`src/rtl/alu_pkg.sv`:
```
// Shared types and constants for the ALU request path.
// Latency: n/a (package only).
// Backpressure: n/a (package only).
package alu_pkg;

    localparam int OP_W                = 6;
    localparam int DATA_W              = 64;
    localparam int ALU_LATENCY_DEFAULT = 2;
    localparam int TAG_W_DEFAULT       = 4;

    // The tag field is sized for the default tag width.
    // Wider request tags are truncated to this width.
    typedef struct packed {
        logic [OP_W-1:0]          op;
        logic [DATA_W-1:0]        a;
        logic [DATA_W-1:0]        b;
        logic [TAG_W_DEFAULT-1:0] tag;
    } alu_req_t;

endpackage

```
`src/rtl/sync_fifo.sv`:
```
// Generic DEPTH x WIDTH register FIFO with synchronous clear.
// Latency: a pushed entry is visible at the head on the next cycle.
// Backpressure: a push is ignored when full, and a pop is ignored when empty; clear wins over both.
module sync_fifo #(
    parameter int DEPTH = 4,
    parameter int WIDTH = 8
) (
    input  logic                     clock,
    input  logic                     reset,
    input  logic                     clear,
    input  logic                     push,
    input  logic [WIDTH-1:0]         push_dat,
    input  logic                     pop,
    output logic [WIDTH-1:0]         pop_dat,
    output logic                     full,
    output logic                     empty,
    output logic [$clog2(DEPTH):0]   count
);

    localparam int PTR_W = $clog2(DEPTH);

    logic [WIDTH-1:0] mem [DEPTH];
    logic [PTR_W-1:0] wr_ptr;
    logic [PTR_W-1:0] rd_ptr;
    logic             do_push;
    logic             do_pop;

    assign do_push = push && !full && !clear;
    assign do_pop  = pop && !empty && !clear;
    assign full    = (count == (PTR_W+1)'(DEPTH));
    assign empty   = (count == '0);
    assign pop_dat = mem[rd_ptr];

    // Pointers wrap naturally because DEPTH is a power of two.
    always_ff @(posedge clock or posedge reset) begin
        if (reset) begin
            wr_ptr <= '0;
            rd_ptr <= '0;
            count  <= '0;
        end else if (clear) begin
            wr_ptr <= '0;
            rd_ptr <= '0;
            count  <= '0;
        end else begin
            if (do_push) wr_ptr <= wr_ptr + 1'b1;
            if (do_pop)  rd_ptr <= rd_ptr + 1'b1;
            case ({do_push, do_pop})
                2'b10:   count <= count + 1'b1;
                2'b01:   count <= count - 1'b1;
                default: count <= count;
            endcase
        end
    end

    always_ff @(posedge clock) begin
        if (do_push) mem[wr_ptr] <= push_dat;
    end

endmodule

```
`src/rtl/alu_issue_queue.sv`:
```
// Buffers ALU requests and issues one per cycle into the fixed-latency ALU wrapper, with tag tracking.
// Latency: a request accepted in cycle t issues in t+1, and its result is valid in t+1+ALU_LATENCY.
// Backpressure: in_ready is !full from registered occupancy; the result side cannot be back-pressured.
module alu_issue_queue
    import alu_pkg::*;
#(
    parameter int DEPTH       = 4,
    parameter int TAG_W       = alu_pkg::TAG_W_DEFAULT,
    parameter int ALU_LATENCY = alu_pkg::ALU_LATENCY_DEFAULT
) (
    input  logic                      clock,
    input  logic                      reset,
    input  logic                      in_valid,
    output logic                      in_ready,
    input  logic [OP_W-1:0]           in_op,
    input  logic [DATA_W-1:0]         in_a,
    input  logic [DATA_W-1:0]         in_b,
    input  logic [TAG_W-1:0]          in_tag,
    input  logic                      stall,
    input  logic                      flush,
    output logic [OP_W-1:0]           alu_op,
    output logic [DATA_W-1:0]         alu_a,
    output logic [DATA_W-1:0]         alu_b,
    input  logic [DATA_W-1:0]         alu_out,
    output logic                      res_valid,
    output logic [TAG_W-1:0]          res_tag,
    output logic [DATA_W-1:0]         res_data,
    output logic [$clog2(DEPTH):0]    count
);

    alu_req_t         push_req;
    alu_req_t         head_req;
    logic             fifo_full;
    logic             fifo_empty;
    logic             push;
    logic             issue;
    logic [TAG_W-1:0] head_tag;

    logic             vld_q [ALU_LATENCY];
    logic [TAG_W-1:0] tag_q [ALU_LATENCY];

    assign in_ready = !fifo_full;
    assign push     = in_valid && in_ready && !flush;
    assign issue    = !fifo_empty && !stall && !flush;

    always_comb begin
        push_req     = '0;
        push_req.op  = in_op;
        push_req.a   = in_a;
        push_req.b   = in_b;
        push_req.tag = TAG_W_DEFAULT'(in_tag);
    end

    sync_fifo #(
        .DEPTH (DEPTH),
        .WIDTH ($bits(alu_req_t))
    ) u_fifo (
        .clock    (clock),
        .reset    (reset),
        .clear    (flush),
        .push     (push),
        .push_dat (push_req),
        .pop      (issue),
        .pop_dat  (head_req),
        .full     (fifo_full),
        .empty    (fifo_empty),
        .count    (count)
    );

    assign head_tag = TAG_W'(head_req.tag);

    // Zero the wrapper inputs on idle cycles, so that a stale head is never shown downstream.
    assign alu_op = issue ? head_req.op : '0;
    assign alu_a  = issue ? head_req.a  : '0;
    assign alu_b  = issue ? head_req.b  : '0;

    // The wrapper has no enable, so this pipe advances every cycle; a flush only kills the valids.
    always_ff @(posedge clock or posedge reset) begin
        if (reset) begin
            for (int i = 0; i < ALU_LATENCY; i++) begin
                vld_q[i] <= 1'b0;
                tag_q[i] <= '0;
            end
        end else begin
            vld_q[0] <= issue;
            tag_q[0] <= head_tag;
            for (int i = 1; i < ALU_LATENCY; i++) begin
                vld_q[i] <= vld_q[i-1] && !flush;
                tag_q[i] <= tag_q[i-1];
            end
        end
    end

    assign res_valid = vld_q[ALU_LATENCY-1];
    assign res_tag   = tag_q[ALU_LATENCY-1];
    assign res_data  = alu_out;

endmodule

```
`config.mk`:
```
export PLATFORM = sky130hd
export DESIGN_NAME = alu_issue_queue
export DESIGN_NICKNAME = d
export VERILOG_FILES = /design/src/rtl/alu_pkg.sv /design/src/rtl/sync_fifo.sv /design/src/rtl/alu_issue_queue.sv
export SDC_FILE = /design/constraint.sdc
export NUM_CORES = 1
export LEC_CHECK = 0
export ABC_CLOCK_PERIOD_IN_PS = 8300
export CAP_MARGIN = 20
export CORE_MARGIN = 8
export CORE_UTILIZATION = 31
export DETAILED_ROUTE_END_ITERATION = 12
export SETUP_SLACK_MARGIN = 0.02
export SYNTH_ARGS = -nofsm -noshare
export SYNTH_HDL_FRONTEND = slang
export SYNTH_SLANG_ARGS = --single-unit
```
`constraint.sdc`:
```
create_clock -name clock -period 8.3 [get_ports clock]
set_input_delay 1.66 -clock clock [delete_from_list [all_inputs] [get_ports clock]]
set_output_delay 1.66 -clock clock [all_outputs]
set_load 0.02 [all_outputs]
```
# Yosys cells after proc, flatten, opt, wreduce, memory -nomap -nowiden
# Memory sizes are Yosys's and may differ from the RTL's.
# Cells that the tools add are included.
# word_totals
reg_bits	17
ram_bits	552
word_cells	43
memories	1
# mem_list
name	depth	width	rd	rd_ports_with_merged_regs	write_ports	line_no	rtl
u_fifo.mem	4	138	1	0	1	sync_fifo.sv:22	logic [WIDTH-1:0] mem [DEPTH];
# op_classes
add_sub_neg	4
n_eq_ne	3
mux	11
reduce_logical	17
# ops
operator	count
64-bit 2-to-1 mux	2
1-bit logical AND	9
2-bit 2-to-1 mux	4
6-bit 2-to-1 mux	1
3-bit one-hot mux with 2 select lines	1
2-bit by 1-bit adder with 2-bit output, second input constant	2
1-bit logical NOT	4
2-bit nonzero test	2
3-bit by 1-bit adder with 3-bit output, second input constant	1
3-bit equality test, second input constant	1
3-bit logical NOT	1
3-bit 2-to-1 mux	1
3-bit nonzero test	1
3-bit by 1-bit subtractor with 3-bit output, second input constant	1
2-bit by 1-bit equality test with 1-bit output, second input constant	1
2-bit equality test, second input constant	1
1-bit 2-to-1 mux	2

# Longest topological paths before layout
# depth
ltp_word	9
ltp_mapped	7
depth_no_buf	7

# Modules after synthesis
# A second synthesis with hierarchy kept.
# unflattened
cells_unflattened	1050
area_unflattened_um2	23585.1
# modules_own_cells
mod	n_inst	cells_per_inst	area_per_inst_um2
sync_fifo	1	788	20490.9
alu_issue_queue	1	262	3094.2

# Least setup slack after synthesis
# Ideal clock, no wire load.
# synth_path
path_kind	input port to flip-flop
startpoint	input in_valid
endpoint	memory u_fifo.mem[0][0] (netlist bit) (enable)
setup_ps	514
arrival_time_ps	5321
required_ps	7786
slack_ps	2464
path_stages	4
path_cell_list	buf_2 > nand2_1 > nor2_1 > and2_1
# synth_via
elab_chain_cells	6
# synth_rtl
item	line_no	rtl
start, declared	alu_issue_queue.sv:13	input logic in_valid,
1-bit logical AND (2 in series)	alu_issue_queue.sv:43	assign push = in_valid && in_ready && !flush;
1-bit logical AND (2 in series)	sync_fifo.sv:28	assign do_push = push && !full && !clear;
1-bit 2-to-1 mux	sync_fifo.sv:56	if (do_push) mem[wr_ptr] <= push_dat;
1-bit 2-to-1 mux (implied by the code)	sync_fifo.sv:56	
end, declared	sync_fifo.sv:22	
# Every way passes these cells.

# Worst setup path after layout
# layout_path
startpoint	input flush
endpoint	output alu_a[18]
# layout_via
elab_chain_cells	3
# layout_rtl
item	line_no	rtl
start, declared	alu_issue_queue.sv:20	input logic flush,
1-bit logical NOT	alu_issue_queue.sv:44	assign issue = !fifo_empty && !stall && !flush;
1-bit logical AND	alu_issue_queue.sv:44	
64-bit 2-to-1 mux	alu_issue_queue.sv:74	assign alu_a = issue ? head_req.a : '0;
end, declared	alu_issue_queue.sv:22	output logic [DATA_W-1:0] alu_a,
# Every way passes these cells.

==> results <==
- The buffers plus inverters on the worst setup path is 4.
- The synthesized design contains 552 enable-type register cells.
- Cells with a size suffix above 1 make up 18.7% of the layout.
- The required time reported for the critical path endpoint is 6640 ps.
- Data arrives at the worst endpoint at 4670 ps.
- The final hold violation count is 0.
- The worst path in the final design needs a cycle of 6330 ps, including I/O delays and setup.
- Among cell families on the critical path, the largest total delay comes from buffers and inverters.
- Once detail routing completed, the nets flagged for antenna violations numbered 0.
- The number of search-and-repair iterations in the first detailed-routing pass is 4.
- Of all flip-flops after synthesis, the portion carrying an async set or reset was 2.99%.
- The die is 283 um tall.
- The setup total negative slack is 0 ps.
- The number of distinct library cells after synthesis is 34.
- After the last flow step, the layout net total stands at 1,462.
- The number of sinks on the clock net is 569.
- The total number of yosys warnings is 0.
- Dividing total power by cell area gives a power density of 242 mW/mm^2.
- The pin count of the biggest net entering global routing is 91.
- Sorting the synthesized cells by area gives the leading types as sky130_fd_sc_hd__edfxtp_1 (75%), sky130_fd_sc_hd__mux4_2 (14%), sky130_fd_sc_hd__and2_1 (3.9%), sky130_fd_sc_hd__buf_4 (2.5%), sky130_fd_sc_hd__dfrtp_1 (1.9%).
- The post-synth net total is 1,221.
- Clock tree synthesis inserted a total of 60 buffers.
- Summing over every cut layer, the via total after detailed routing is 10,200.
- In this run, post-CTS repair resized a total of 0 instances.
- The post-synthesis to final-layout area growth is 24.5%.
- The top flip-flop cell by instance count after synthesis is sky130_fd_sc_hd__edfxtp_1.
- The deepest level of the CTS H-tree is 2.
- On the worst path, the slowest cell contributes a delay of 620 ps.
- The floorplan has 98 rows.
- The share of total power in combinational logic is 9.5%.
- In this run, synthesis produced a sequential element count of 569.
- Across the VDD grid, the largest voltage drop is 177 uV.
- The starting utilization of the core area is 31.1%.
- Between clock sinks in the finished design, the worst skew comes to 17.5 ps.
- The number of antenna violations at the first check in global routing came to 5.
- The post-detailed-route via-to-cell ratio is 4.54.
- The final routed wirelength across all metal layers is 49,400 um.
- The total track usage is 12.0%.
- The slew at the pin closest to its max-slew limit is 1090 ps.
- The top cell type by area accounts for 75.0% of the synthesized area.
- The count of filler cells inserted in the layout is 6,354.
- The first global-routing pass estimated 73,700 um of wire.
- The final routed wire length divided by cell count is 22.0 um.
- The horizontal extent of the die is 283 um.
- The number of remaining DRC errors is 0.
- Setup repair after global routing left no endpoint under its margin.
- Dividing the synthesized area by the synthesized cell count gives 21.9 sq um.
- The clock insertion delay at the later pin of the skew report is 620 ps.
- The placeable core region is 0.0710 sq mm.
- Max-cap violations in this run came to 0.
- The switching share of power is 21.6%.
- STA classifies the critical path startpoint as an input pin.
- The final global-route overflow total is 0.
- Summed over all cells, the static leakage comes to 8.56 nW.
- Prior to clock tree synthesis, the placed netlist has a worst setup slack of 1920 ps.
- The post-synthesis cell count is 1,009.
- The mapped netlist covers 0.0221 sq mm.
- The total internal power is 5.23 mW.
- The critical path is of the input pin to output pin type.
- The total I/O pin count is 414.
- The highest clock rate is 158 MHz.
- In this run the post-CTS setup repair buffer count came out at 0.
- The worst setup margin is 1970 ps.
- The number of hold-repair buffers added at the cts stage is 0.
- The analysis attributes to net switching a power of 1.44 mW.
- The run finished with clean final reports.
- Power comes to 6.66 mW.
- The type of element capturing the critical path is an output pin.
- During placement, the flow inserted port buffers numbering 285.
- The die footprint is 0.0801 sq mm.
- The worst relative slew slack is 27.1%.
- The sequential share of the synthesized area is 76.9%.
- The final cycle utilization of the critical path is 76.3%.
- The type of the worst min-delay path is flop to flop.
- The total count of max-transition violations in the final report came to 0.
- The cell taking the most area after synthesis is sky130_fd_sc_hd__edfxtp_1.
- The number of global-route vias before repair is 11,200.
- For this block, the initial DRC count from the detailed router was 646.
- The cell that appears most often on the critical path is sky130_fd_sc_hd__clkdlybuf4s50_1.
- After synthesis, the most frequently instantiated cells are sky130_fd_sc_hd__edfxtp_1 (552), sky130_fd_sc_hd__and2_1 (138), sky130_fd_sc_hd__mux4_2 (138), sky130_fd_sc_hd__buf_4 (73), sky130_fd_sc_hd__dfrtp_1 (17).
- TritonCTS built the clock tree.
- The critical path's slowest cell is sky130_fd_sc_hd__clkdlybuf4s50_1.
- The sequential power share is 49.6%.
- After clock tree synthesis, the clock-pin slew on the worst setup and hold paths is 60 ps.
- The total setup violations reported at the end of the flow is 0.
- The sum of net half-perimeters after detailed placement is 29,600 um.
- The most common cell in the netlist is sky130_fd_sc_hd__edfxtp_1.
- Of all nets on the critical path, the largest fanout is 75.
- The clock passes through at most 3 buffers.
- The weighted congestion reported at the end of routability-driven placement is 0.699.
- The signal on the critical path passes through clkdlybuf4s50_1, or3_4, clkinv_2, buf_12, and2_1, clkdlybuf4s50_1.
- The clock network accounts for 40.9% of the total power.
- CTS placed an instance of sky130_fd_sc_hd__clkbuf_16 at the clock tree root.
==> power by group through the flow <==
stage / clock network, mW / registers [mW] / logic (mW)
6_report: 2.72 / 3.30 / 0.634
5_1_grt: 2.90 / 3.31 / 0.684
4_1_cts: 2.80 / 3.31 / 0.657
3_5_place_dp: 0 / 3.37 / 0.653
3_3_place_gp: 0 / 3.36 / 0.650
2_1_floorplan: 0 / 3.35 / 0.442
==> through the flow <==
step,hold slack [ps],std cells,instance area (sq um),util [%]
floorplan,331,1009,22100,-
global placement,335,2138,25500,35.9
detailed placement,336,2138,25500,35.9
CTS,350,2244,27500,38.7
global route,352,2244,27500,38.7
finish,347,2245,27500,38.8
==> routing by layer <==
layer  up-vias  GRT usage [%]  routed length [um]
li1       4467              -                   -
met1      5307           14.0               19400
met2       275           21.0               25500
met3       133           3.00                2710
met4         8           4.79                1710
met5         -              0                  60
==> area by class of cell <==
cell class | instances | area [sq um] | share of cell area (%)
antenna | 1 | 2.50 | 0.00910
clock buffer | 72 | 1550 | 5.62
clock inverter | 34 | 462 | 1.68
inverter | 5 | 20.0 | 0.0728
multi-input combinational | 319 | 4280 | 15.6
sequential | 569 | 17000 | 61.8
tap | 950 | 1190 | 4.32
timing repair buffer | 295 | 3000 | 10.9
==> worst register-to-register path: stages, from the launching register on <==
cell and delay, ps:
sky130_fd_sc_hd__dfrtp_1 510, sky130_fd_sc_hd__or3b_1 260, sky130_fd_sc_hd__nand2_1 150, sky130_fd_sc_hd__nor2_1 260, sky130_fd_sc_hd__and2_4 690, sky130_fd_sc_hd__buf_4 820
==> cell families (layout without fill, tap and decap cells) <==
kind of cell	count (synthesis)	count (layout)	share of synthesized area, %
AO/OA/AOI/OAI	12	12	0.323
buffers and inverters	121	406	3.77
other	0	1	0
XOR/XNOR	4	4	0.159
multiplexers	138	138	14.1
AND/OR/NAND/NOR	160	160	4.47
adder cells (fa/ha/maj)	5	5	0.317
flip-flops	569	569	76.9
==> state kept, by name, summed over array words and instances, names as in the netlist <==
signal	flops
res_tag	4
u_fifo.mem	552
res_valid	1
tag_q	4
vld_q	1
u_fifo.wr_ptr	2
u_fifo.count	3
u_fifo.rd_ptr	2
==> placed cells by master, fill, tap and decap left out, drive strengths merged, types with 2 or more instances in the layout <==
cell type,Yosys,routed
a21oi,6,6
and2,138,138
buf,104,10
bufinv,0,10
clkbuf,12,72
clkdlybuf4s50,0,285
clkinv,1,19
clkinvlp,0,2
dfrtp,17,17
edfxtp,552,552
ha,4,4
inv,4,8
mux4,138,138
nand2,4,4
nand3,3,3
nor2,6,6
or3,2,2
xnor2,3,3
==> worst paths after layout <==
kind,from,to,slack [ps],cells past startpoint
worst max-delay path,flush,alu_a[18],1970,6
worst min-delay path,tag_q[5],res_tag[1],350,0
worst max register to register,u_fifo.count[1],u_fifo.mem[0][71],5170,5
worst min register to register,tag_q[5],res_tag[1],350,0
max in group asynchronous,reset,u_fifo.rd_ptr[1],6160,2
min in group asynchronous,reset,tag_q[4],1540,2
(Power assumes the default switching activity.)
